--- config.mk ---
export PLATFORM = sky130hd
export DESIGN_NAME = rom_loader
export DESIGN_NICKNAME = d
export VERILOG_FILES = /design/src/rtl/rom_loader.sv
export SDC_FILE = /design/constraint.sdc
export NUM_CORES = 1
export LEC_CHECK = 0
export BUFFER_PORTS_ARGS = -buffer_cell sky130_fd_sc_hd__clkbuf_2
export CAP_MARGIN = 0
export CORE_AREA = 2 2 88 107
export CTS_CLUSTER_DIAMETER = 50
export DETAILED_ROUTE_END_ITERATION = 16
export DIE_AREA = 0 0 90 109
export HOLD_SLACK_MARGIN = 0.08
export PLACE_DENSITY = 0.72
export SETUP_SLACK_MARGIN = 0.2
export SLEW_MARGIN = 20
export SYNTH_ARGS = -nofsm -noshare
export SYNTH_HDL_FRONTEND = slang
export SYNTH_SLANG_ARGS = --single-unit
export TNS_END_PERCENT = 20
--- constraint.sdc ---
create_clock -name clock -period 1.95 [get_ports clock]
set_input_delay 0.39 -clock clock [delete_from_list [all_inputs] [get_ports clock]]
set_output_delay 0.39 -clock clock [all_outputs]
set_load 0.02 [all_outputs]
--- src/rtl/rom_loader.sv ---
// ============================================================================
// Module   : rom_loader
// Purpose  : Packs the HPS byte-download stream into DW-bit little-endian
//            words and writes them to the boot image RAM over ready/valid.
//            Optional running byte checksum: define ROM_LOADER_CSUM_EN.
// Revision : 1.0  initial release
// ============================================================================
`default_nettype none

module rom_loader #(
  parameter int         DW   = 16,
  parameter int         AW   = 13,
  parameter logic [7:0] FILL = 8'hFF
) (
  input  logic          clock,
  input  logic          reset_n,
  input  logic          dl_active,
  input  logic          dl_wr,
  input  logic [24:0]   dl_addr,
  input  logic [7:0]    dl_data,
  output logic          dl_wait,
  output logic          mem_we,
  input  logic          mem_rdy,
  output logic [AW-1:0] mem_a,
  output logic [DW-1:0] mem_d,
  output logic          busy,
  output logic          done,
  output logic          err,
  output logic [15:0]   csum
);

  localparam int c_NB  = DW / 8;
  localparam int c_LB  = $clog2(c_NB);
  localparam int c_LBW = (c_LB > 0) ? c_LB : 1;

  typedef enum logic [1:0] {
    S_IDLE  = 2'd0,
    S_LOAD  = 2'd1,
    S_FLUSH = 2'd2,
    S_DONE  = 2'd3
  } state_t;

  state_t r_state;
  state_t w_state_nx;

  logic            r_active_d;
  logic [c_NB-1:0] r_mask;
  logic [DW-1:0]   r_asm;
  logic [AW-1:0]   r_asm_a;
  logic            r_err;

  logic             w_rise;
  logic             w_start;
  logic             w_flush_wr;
  logic             w_try;
  logic             w_oor;
  logic             w_acc;
  logic             w_mism;
  logic             w_full;
  logic [c_LBW-1:0] w_lane;
  logic [AW-1:0]    w_waddr;
  logic [c_NB-1:0]  w_onehot;
  logic [c_NB-1:0]  w_mask_new;
  logic [DW-1:0]    w_asm_new;
  logic [DW-1:0]    w_fill_d;

  // r_active_d resets high so a level already present at reset release is not an edge
  assign w_rise = dl_active & ~r_active_d;

  generate
    if (c_LB == 0) begin : g_lane_none
      assign w_lane = '0;
    end else begin : g_lane_sel
      assign w_lane = dl_addr[c_LBW-1:0];
    end
  endgenerate

  assign w_waddr    = dl_addr[AW+c_LB-1:c_LB];
  assign w_try      = (r_state == S_LOAD) & dl_wr;
  assign w_oor      = |(dl_addr >> (AW + c_LB));
  assign w_acc      = w_try & ~mem_we & ~w_oor;
  assign w_mism     = w_acc & (|r_mask) & (w_waddr != r_asm_a);
  assign w_onehot   = c_NB'(1) << w_lane;
  assign w_mask_new = (w_mism ? '0 : r_mask) | w_onehot;
  assign w_full     = w_acc & (&w_mask_new);

  for (genvar k = 0; k < c_NB; k++) begin : g_lane
    assign w_asm_new[8*k +: 8] = (w_lane == c_LBW'(k)) ? dl_data : r_asm[8*k +: 8];
    assign w_fill_d[8*k +: 8]  = r_mask[k] ? r_asm[8*k +: 8] : FILL;
  end

  always_ff @(posedge clock or negedge reset_n) begin
    if (!reset_n) begin
      r_state <= S_IDLE;
    end else begin
      r_state <= w_state_nx;
    end
  end

  always_comb begin
    w_state_nx = r_state;
    w_start    = 1'b0;
    w_flush_wr = 1'b0;
    case (r_state)
      S_IDLE, S_DONE: begin
        if (w_rise) begin
          w_state_nx = S_LOAD;
          w_start    = 1'b1;
        end
      end
      S_LOAD: begin
        if (!dl_active) begin
          w_state_nx = S_FLUSH;
        end
      end
      S_FLUSH: begin
        if (|r_mask) begin
          w_flush_wr = ~mem_we;
        end else if (!mem_we || mem_rdy) begin
          w_state_nx = S_DONE;
        end
      end
      default: w_state_nx = S_IDLE;
    endcase
  end

  always_ff @(posedge clock or negedge reset_n) begin
    if (!reset_n) begin
      r_active_d <= 1'b1;
      r_mask     <= '0;
      r_asm      <= '0;
      r_asm_a    <= '0;
      r_err      <= 1'b0;
      mem_we     <= 1'b0;
      mem_a      <= '0;
      mem_d      <= '0;
    end else begin
      r_active_d <= dl_active;

      if (mem_we && mem_rdy) begin
        mem_we <= 1'b0;
      end
      if (w_full) begin
        mem_we <= 1'b1;
        mem_a  <= w_waddr;
        mem_d  <= w_asm_new;
      end else if (w_flush_wr) begin
        mem_we <= 1'b1;
        mem_a  <= r_asm_a;
        mem_d  <= w_fill_d;
      end

      if (w_start || w_full || w_flush_wr) begin
        r_mask <= '0;
      end else if (w_acc) begin
        r_mask <= w_mask_new;
      end

      if (w_acc) begin
        r_asm   <= w_asm_new;
        r_asm_a <= w_waddr;
      end

      // blocked strobe, out-of-range byte, or abandoned partial word
      if (w_start) begin
        r_err <= 1'b0;
      end else if ((w_try && (mem_we || w_oor)) || w_mism) begin
        r_err <= 1'b1;
      end
    end
  end

`ifdef ROM_LOADER_CSUM_EN
  logic [15:0] r_csum;

  always_ff @(posedge clock or negedge reset_n) begin
    if (!reset_n) begin
      r_csum <= 16'h0000;
    end else if (w_start) begin
      r_csum <= 16'h0000;
    end else if (w_acc) begin
      r_csum <= r_csum + 16'(dl_data);
    end
  end

  assign csum = r_csum;
`else
  assign csum = 16'h0000;
`endif

  assign dl_wait = mem_we;
  assign busy    = (r_state == S_LOAD) | (r_state == S_FLUSH);
  assign done    = (r_state == S_DONE);
  assign err     = r_err;

endmodule

`default_nettype wire

== Word level (Yosys, flattened, before mapping) ==
Cells that the tools add are included.
W data, S select, Z words.
Storage, ports and cells
  register bits: 65
  bits of input ports: 38
  logic and storage cells: 73
Cells by class
  equal/unequal tests: 8
  shift-type cells: 1
  muxes and demuxes: 25
  bitwise logic cells: 12
  reduce and logical (&&, ||, !) cells: 18
Operators by type and width (number)
  $mux W16: 2
  $mux W8: 4
  $mux W13: 2
  $mux W2: 7
  $ne A13 B13 Y1: 1
  $reduce_or A11 Y1: 1
  $mux W1: 9
  $ne A2 B2 Y1 const B: 4
  $and A1 B1 Y1: 7
  $pmux W2 S3: 1
  $reduce_bool A2 Y1: 3
  $logic_or A1 B1 Y1: 5
  $eq A2 B2 Y1 const B: 2
  $reduce_and A4 Y1: 1
  $reduce_or A2 Y1: 2
  $not A1 Y1: 3
  $reduce_bool A3 Y1: 1
  $eq A2 B1 Y1 const B: 1
  $logic_and A1 B1 Y1: 2
  $logic_not A2 Y1: 1
  $or A2 B2 Y2: 1
  $reduce_and A2 Y1: 1
  $shl A1 B1 Y2 const A: 1
  $logic_not A1 Y1: 1
  $or A1 B1 Y1: 1

== Depth between registers and ports, before layout ==
Gate-level depths: netlist of the first run.
  word-level depth: 13
  mapped depth: 9
  gate-level depth less buffers: 7

== Worst setup path after synthesis of the first run ==
OpenSTA, ideal clock, no wires.
  path kind: register to register
  start point: register mem_we, in the netlist dl_wait
  end point: register mem_d[15]
  library setup time: 0.126 ns
  arrival time: 2.108 ns
  data required time: 1.824 ns
  setup slack: -0.284 ns
  stages on the path, launching flop included: 8
  path through: dfrtp_1 nor4_4 nand4b_4 or4b_1 buf_2 buf_6 a211oi_2 a21oi_1
Between the ends
  cells in the longest elaborated chain, start to end: 10
  elaborated cells between the ends (all ways): 13
  classes of those cells: mux (4); bitwise (7); reduce/logical (2)
Ends and longest elaborated chain
  from (decl): line 22  | output logic mem_we,
  from (signal assigned): line 134  | mem_we <= 1'b0;
  from (signal assigned): line 141  | mem_we <= 1'b0;
  from (signal assigned): line 144  | mem_we <= 1'b1;
  $not A1 Y1 (*): line 81, 118
  $and A1 B1 Y1 (2 in series): line 81  | assign w_acc = w_try & ~mem_we & ~w_oor;
  $and A1 B1 Y1 (2 in series): line 82  | assign w_mism = w_acc & (|r_mask) & (w_waddr != r_asm_a);
  $mux W2: line 84  | assign w_mask_new = (w_mism ? '0 : r_mask) | w_onehot;
  $or A2 B2 Y2: line 84
  $reduce_and A2 Y1: line 85  | assign w_full = w_acc & (&w_mask_new);
  $and A1 B1 Y1: line 85
  $mux W16 or $reduce_bool A2 Y1 (tied branches)
  to (signal assigned): line 146  | mem_d <= w_asm_new;
  to (signal assigned): line 150  | mem_d <= w_fill_d;
  to (decl): line 25  | output logic [DW-1:0] mem_d,
Mark *: on every way between the ends. The rest lies on a longest branch, timed or not.
A chain may end at the register's enable or synchronous reset.

== Worst setup path in the final report of the first run ==
  start point: register r_asm_a[0]
  end point: register mem_d[11]
Between the ends
  cells in the longest elaborated chain, start to end: 7
  elaborated cells between the ends (all ways): 8
  classes of those cells: eq/ne (1); mux (2); bitwise (3); reduce/logical (2)
Ends and longest elaborated chain
  from (decl): line 49  | logic [AW-1:0] r_asm_a;
  from (signal assigned): line 161  | r_asm_a <= w_waddr;
  $ne A13 B13 Y1 (*): line 82
  $and A1 B1 Y1 (*): line 82
  $mux W2 (*): line 84
  $or A2 B2 Y2 (*): line 84
  $reduce_and A2 Y1 (*): line 85
  $and A1 B1 Y1 (*): line 85
  $mux W16 or $reduce_bool A2 Y1 (tied branches)
Marks and branches as above.

==> qor.yml, run 1 <==
status: "finished with violations"
violations: "setup timing"
synth_seq_cells: 65
io_pins: 88
met1_length_um: 3480
grt_pass1_vias: 2687
finalHoldViolations: 0
numPlacedInstances: 539
cts_root_buffer: "clkbuf_8"
fillers: 838
synth-edff-count: 0
startpoint_type: "register"
post-route-period-util_pct: 108
diodes: 0
drc: 0
clkLatencyLatePin_ns: 0.35
synth.yosys.seq_area_share_pct: 47.7
grt_overflow: 0
final-seq-area_um2: 1630
grt_pass1_wl_um: 13300
fin_tns_setup_ns: -3.63
slew_violations: 0
skew_ns: 0.00888
first_iter_violations: 114
cp.arrival_ns: 2.34
top_layer: "met4"
maxCapViolations: 0
wire_per_inst_um: 14.6
power.total_mw: 3.10
cts.sinks: 65
ant_nets: 0
critPathMaxFanout: 11
hold_class: "input port to register"
worst_ep_required_time_ns: 2.18
end_kind: "register"
place.gp.congestion: 0.807
ys.flop_type: "dfrtp_1"
met3_length_um: 311
start_util_pct: 38.6
fmax_ghz: 0.474
worstSetupPathType: "register to register"
core_um2: 8840
drtPass1Iterations: 4
antenna_found_initial: 0
cts_buffers: 9
fp.dieH_um: 109
power_density_nw_per_um2: 684
ys_types: 32
die_area_um2: 9810
rsz0062_at_grt: "yes"
clockBufferDepth: 2
async_flop_share_pct: 100
min_period_ns: 2.11
grt.total_usage_pct: 17.3
htree_levels: 3
finalNetCount: 476
grt_max_degree: 66
dp_hpwl_um: 5240
leakagePower_nw: 2.21
clk_pin_slew_ns: 0.07
avgSynthCellArea_um2: 10.2
multi_input_area_um2: 1700
wl_um: 8150
ir_worst_vdd_mv: 0.351
synthCells: 335
layout-drive-gt1-share_pct: 43.4
cts_tree: "done"
dieWidth_um: 90
io_buffers: 71
layout.cells.non_filler: 560
viasPerCell: 4.85
placementRows: 38
ys_warn_count: 0
area_growth_pct: 32.6
setup_ws_ns: -0.160
finalSetupViolations: 31
vias: 2717
synth_area_um2: 3420
met2_wirelength_um: 4220
registers in the layout (all words and copies together), names as in the netlist:
signal	count
mem_d	16
r_asm	16
mem_a	13
r_asm_a	13
r_mask	2
r_state	2
dl_wait	1
err	1
r_active_d	1
per-layer routing:
layer  track usage [%]  up-vias
met5                 0        -
met4              7.36        0
met3              4.28       11
met2              29.2       66
met1              21.1     1326
li1                  -     1314
worst max-delay path, cell delays in order (launching register included):
cell and delay (ns):
dfrtp_1 0.39, xor2_1 0.16, nor4_2 0.33, nand2_1 0.12, or4b_4 0.57, buf_12 0.19, a211oi_2 0.18, a21oi_2 0.04
layout make-up:
type / count / area share, %
clock buffers: 13 / 3.29
clock inverters: 3 / 0.884
inverters: 22 / 1.82
multi-input cells: 226 / 37.5
flip-flops and latches: 65 / 36.0
well taps: 120 / 3.32
repair buffers: 111 / 17.2
final timing paths:
check                      startpoint          to  slack [ns]  cells after the start
min in group asynchronous     reset_n    mem_d[6]        0.57                      3
hold reg to reg              r_asm[9]    r_asm[9]        0.51                      1
setup / recovery           r_asm_a[0]   mem_d[11]       -0.16                      7
max in group asynchronous     reset_n  r_active_d        1.03                      3
setup reg to reg           r_asm_a[0]   mem_d[11]       -0.16                      7
hold / removal              dl_active  r_active_d        0.15                      1
repair_timing:
action                     4_1_cts  5_1_grt
setup endpoints to repair       41       50
gates cloned                     3        0
buffers inserted                 1        0
hold buffers                     1        0
gates resized for setup         23       15
hold endpoints to repair        64        0
pin swaps                        5        0
cell families after synthesis:
logic type,synth area share [%]
fa+ha+maj,1.10
compound gates,17.7
simple gates,10.1
other cells,0.110
flops,47.7
buf+inv,8.97
mux,11.0
xor+xnor,3.33
synth_stat cells (all sizes together), types with 2 or more instances:
cell type  number  share of area (%)
nor3            2               0.29
buf            26                5.3
nor2           25                2.7
mux2i          14                4.1
nand2          14                1.5
mux2           21                6.9
nand3           3               0.44
clkbuf         11                1.2
nor2b           9                1.6
nor4            5                1.7
inv            22                2.4
ha              3                1.1
xnor2           3               0.77
o21ai          12                1.8
a211oi         16                5.9
nand2b          2               0.37
xor2           10                2.6
dfrtp          64                 47
a21oi          65                9.5
layout by cell type (no fill, tap or decap), types with 12 or more instances in the layout:
master,count
mux2_2,21
mux2i_1,14
nor2_1,25
a21oi_1,50
conb_1,16
clkbuf_2,69
nand2_1,13
o21ai_0,12
buf_4,30
dfrtp_1,63
inv_1,20
a21oi_2,15
power breakdown:
| part | switching, mW | internal [mW] | leakage (nW) |
|---|---|---|---|
| sequential | 0.0225 | 1.39 | 0.701 |
| combinational | 0.319 | 0.246 | 1.41 |
| clock | 0.502 | 0.623 | 0.0974 |
metrics by stage:
| step | setup slack, ns | hold WS [ns] | util [%] | instance area [um^2] |
|---|---|---|---|---|
| after floorplan | -0.0360 | 0.0944 | - | 3510 |
| after detailed placement | -0.512 | 0.443 | 46.1 | 4080 |
| after global placement | -0.551 | 0.432 | 46.1 | 4080 |
| final | -0.160 | 0.151 | 51.2 | 4530 |
| after global routing | -0.267 | 0.132 | 51.2 | 4530 |
| after CTS | -0.152 | 0.134 | 50.3 | 4450 |
Note: power is estimated with default switching activity, not from simulation.
==> run 2: changes to the inputs <==
ABC_AREA = 1   (was unset)
CELL_PAD_IN_SITES_DETAIL_PLACEMENT = 1   (was unset)
CELL_PAD_IN_SITES_GLOBAL_PLACEMENT = 1   (was unset)
CORE_AREA = 2 2 96 117   (was 2 2 88 107)
DIE_AREA = 0 0 98 119   (was 0 0 90 109)
PLACE_DENSITY = 0.82   (was 0.72)
==> qor.yml, run 2 <==
synth_seq_cells: 65
maxCapViolations: 0
finalSetupViolations: 0
antenna_found_initial: 0
ys_warn_count: 0
vias: 3435
largestRegisters: "mem_d: 16 flops, r_asm: 16 flops"
power.total_mw: 3.72
mostFrequentLayoutCells: "148 x nand2_1, 69 x clkbuf_2, 63 x dfrtp_1"
drc: 0
synth_top_area_share_pct: 44.3
crit_end: "r_asm[13]"
netlist_top_cells_area: "dfrtp_1 44%, nand2_1 16%, nand3_2 8.0%, o21ai_0 5.8%, mux2i_1 4.4%"
worst_ep_required_time_ns: 2.18
place.gp.congestion: 0.862
reg2reg_slack_ns: 0.12
rr_endpoint: "r_asm[13]"
startpoint_type: "register"
core_um2: 10700
avgSynthCellArea_um2: 8.28
layout.cells.non_filler: 663
synth.most_common_cell: "nand2_1"
synth.yosys.seq_area_share_pct: 45.0
post-route-period-util_pct: 94.0
worstSetupPathType: "register to register"
synth-edff-count: 0
grt.total_usage_pct: 18.7
cts_buffers: 9
fmax_ghz: 0.545
fp.dieH_um: 119
io_pins: 88
die_area_um2: 11700
rr_startpoint: "r_state[1]"
power_density_nw_per_um2: 783
async_flop_share_pct: 100
fillers: 1294
end_kind: "register"
placementRows: 42
leakagePower_nw: 2.51
grt_pass1_vias: 3513
final-seq-area_um2: 1630
finalHoldViolations: 0
clockBufferDepth: 2
io_buffers: 71
cts_tree: "done"
diodes: 0
synthCells: 437
viasPerCell: 5.18
grt_overflow: 0
critPathMaxFanout: 28
clkLatencyLatePin_ns: 0.33
setup_ws_ns: 0.116
wl_um: 11600
yosysTopAreaCell: "dfrtp_1"
hold_class: "input port to register"
dieWidth_um: 98
multi_input_area_um2: 1770
finalNetCount: 567
worstRegToRegCells: 8
placed_area_um2: 4140
synth_area_um2: 3620
start_util_pct: 33.9
grt_pass1_wl_um: 17400
htree_levels: 3
area_growth_pct: 31.5
skew_ns: 0.00487
dp_hpwl_um: 7340
final_common_cell: "nand2_1"
ys_types: 29
status: "complete, no violations"
rsz0062_at_grt: "yes"
cts_root_buffer: "clkbuf_16"
crit_start: "r_state[1]"
final_area_um2: 4760
slew_violations: 0
cp.arrival_ns: 2.06
numPlacedInstances: 632
grt_max_degree: 64
post-place-ws_ns: 0.0284
ys_top_cells_by_count: "153 x nand2_1, 64 x dfrtp_1, 42 x o21ai_0"
layout-drive-gt1-share_pct: 31.5
cts.sinks: 65
wire_per_inst_um: 17.4
ant_nets: 0
clk_pin_slew_ns: 0.05
holdWs_ns: 0.166
min_period_ns: 1.83
first_iter_violations: 183
drtPass1Iterations: 4
ir_worst_vdd_mv: 0.410
ys.flop_type: "dfrtp_1"
[run 2: cells by family after synthesis]
group	Yosys count	share of synthesized area, %
fa+ha+maj	3	1.04
buf+inv	69	10.1
compound gates	49	7.05
xor+xnor	3	0.726
mux	16	4.43
flops	65	45.0
simple gates	231	31.6
other cells	1	0.104
[run 2: report_power, final]
part	switching [mW]	internal [mW]	leakage [nW]
Sequential	0.0480	1.40	0.813
Combinational	0.384	0.246	1.55
Clock	0.589	1.06	0.150
[run 2: worst min path at each step]
stage | startpoint | end | slack [ns] | cells past startpoint
2_1_floorplan | reset_n | dl_wait | 0.09 | 0
3_3_place_gp | reset_n | mem_d[2] | 0.20 | 1
3_5_place_dp | reset_n | mem_d[2] | 0.20 | 1
4_1_cts | dl_active | r_active_d | 0.15 | 1
5_1_grt | dl_active | r_active_d | 0.17 | 1
6_report | dl_active | r_active_d | 0.17 | 1
[run 2: area by class of cell]
cell class / count / share of cell area [%]
well taps: 132 / 3.47
repair buffers: 102 / 16.5
inverters: 30 / 2.37
multi-input cells: 318 / 37.2
clock buffers: 13 / 5.47
flip-flops and latches: 65 / 34.2
clock inverters: 3 / 0.841
[run 2: repair_timing]
item	CTS	global route
hold buffers	1	0
endpoints found under the hold margin	2	0
setup buffers	2	7
cloned	1	4
endpoints found under the setup margin	32	60
resized for setup	4	22
pin swaps	2	4
[run 2: per-layer routing]
metal / GRT usage [%] / wire (um) / up-vias / share of wire, %
met1: 21.5 / 4450 / 1743 / 39
met2: 34.8 / 6370 / 98 / 55
met4: 5.12 / 211 / 0 / 1.8
met3: 3.93 / 527 / 15 / 4.6
met5: 0 / 0 / - / 0
li1: - / - / 1579 / -
[run 2: per-stage QoR]
step | util [%] | setup TNS (ns)
global placement | 38.8 | 0
global route | 44.6 | -0.00548
CTS | 42.2 | 0
floorplan | - | 0
finish | 44.6 | 0
detailed placement | 38.8 | 0
[run 2: worst max-delay path, cell delays in order (launching register included)]
cell and delay (ns):
dfrtp_1 0.42, inv_1 0.11, ha_4 0.15, nand2_1 0.10, nor2_1 0.12, nand4_1 0.21
buf_4 0.23, clkbuf_16 0.19, o21ai_0 0.21
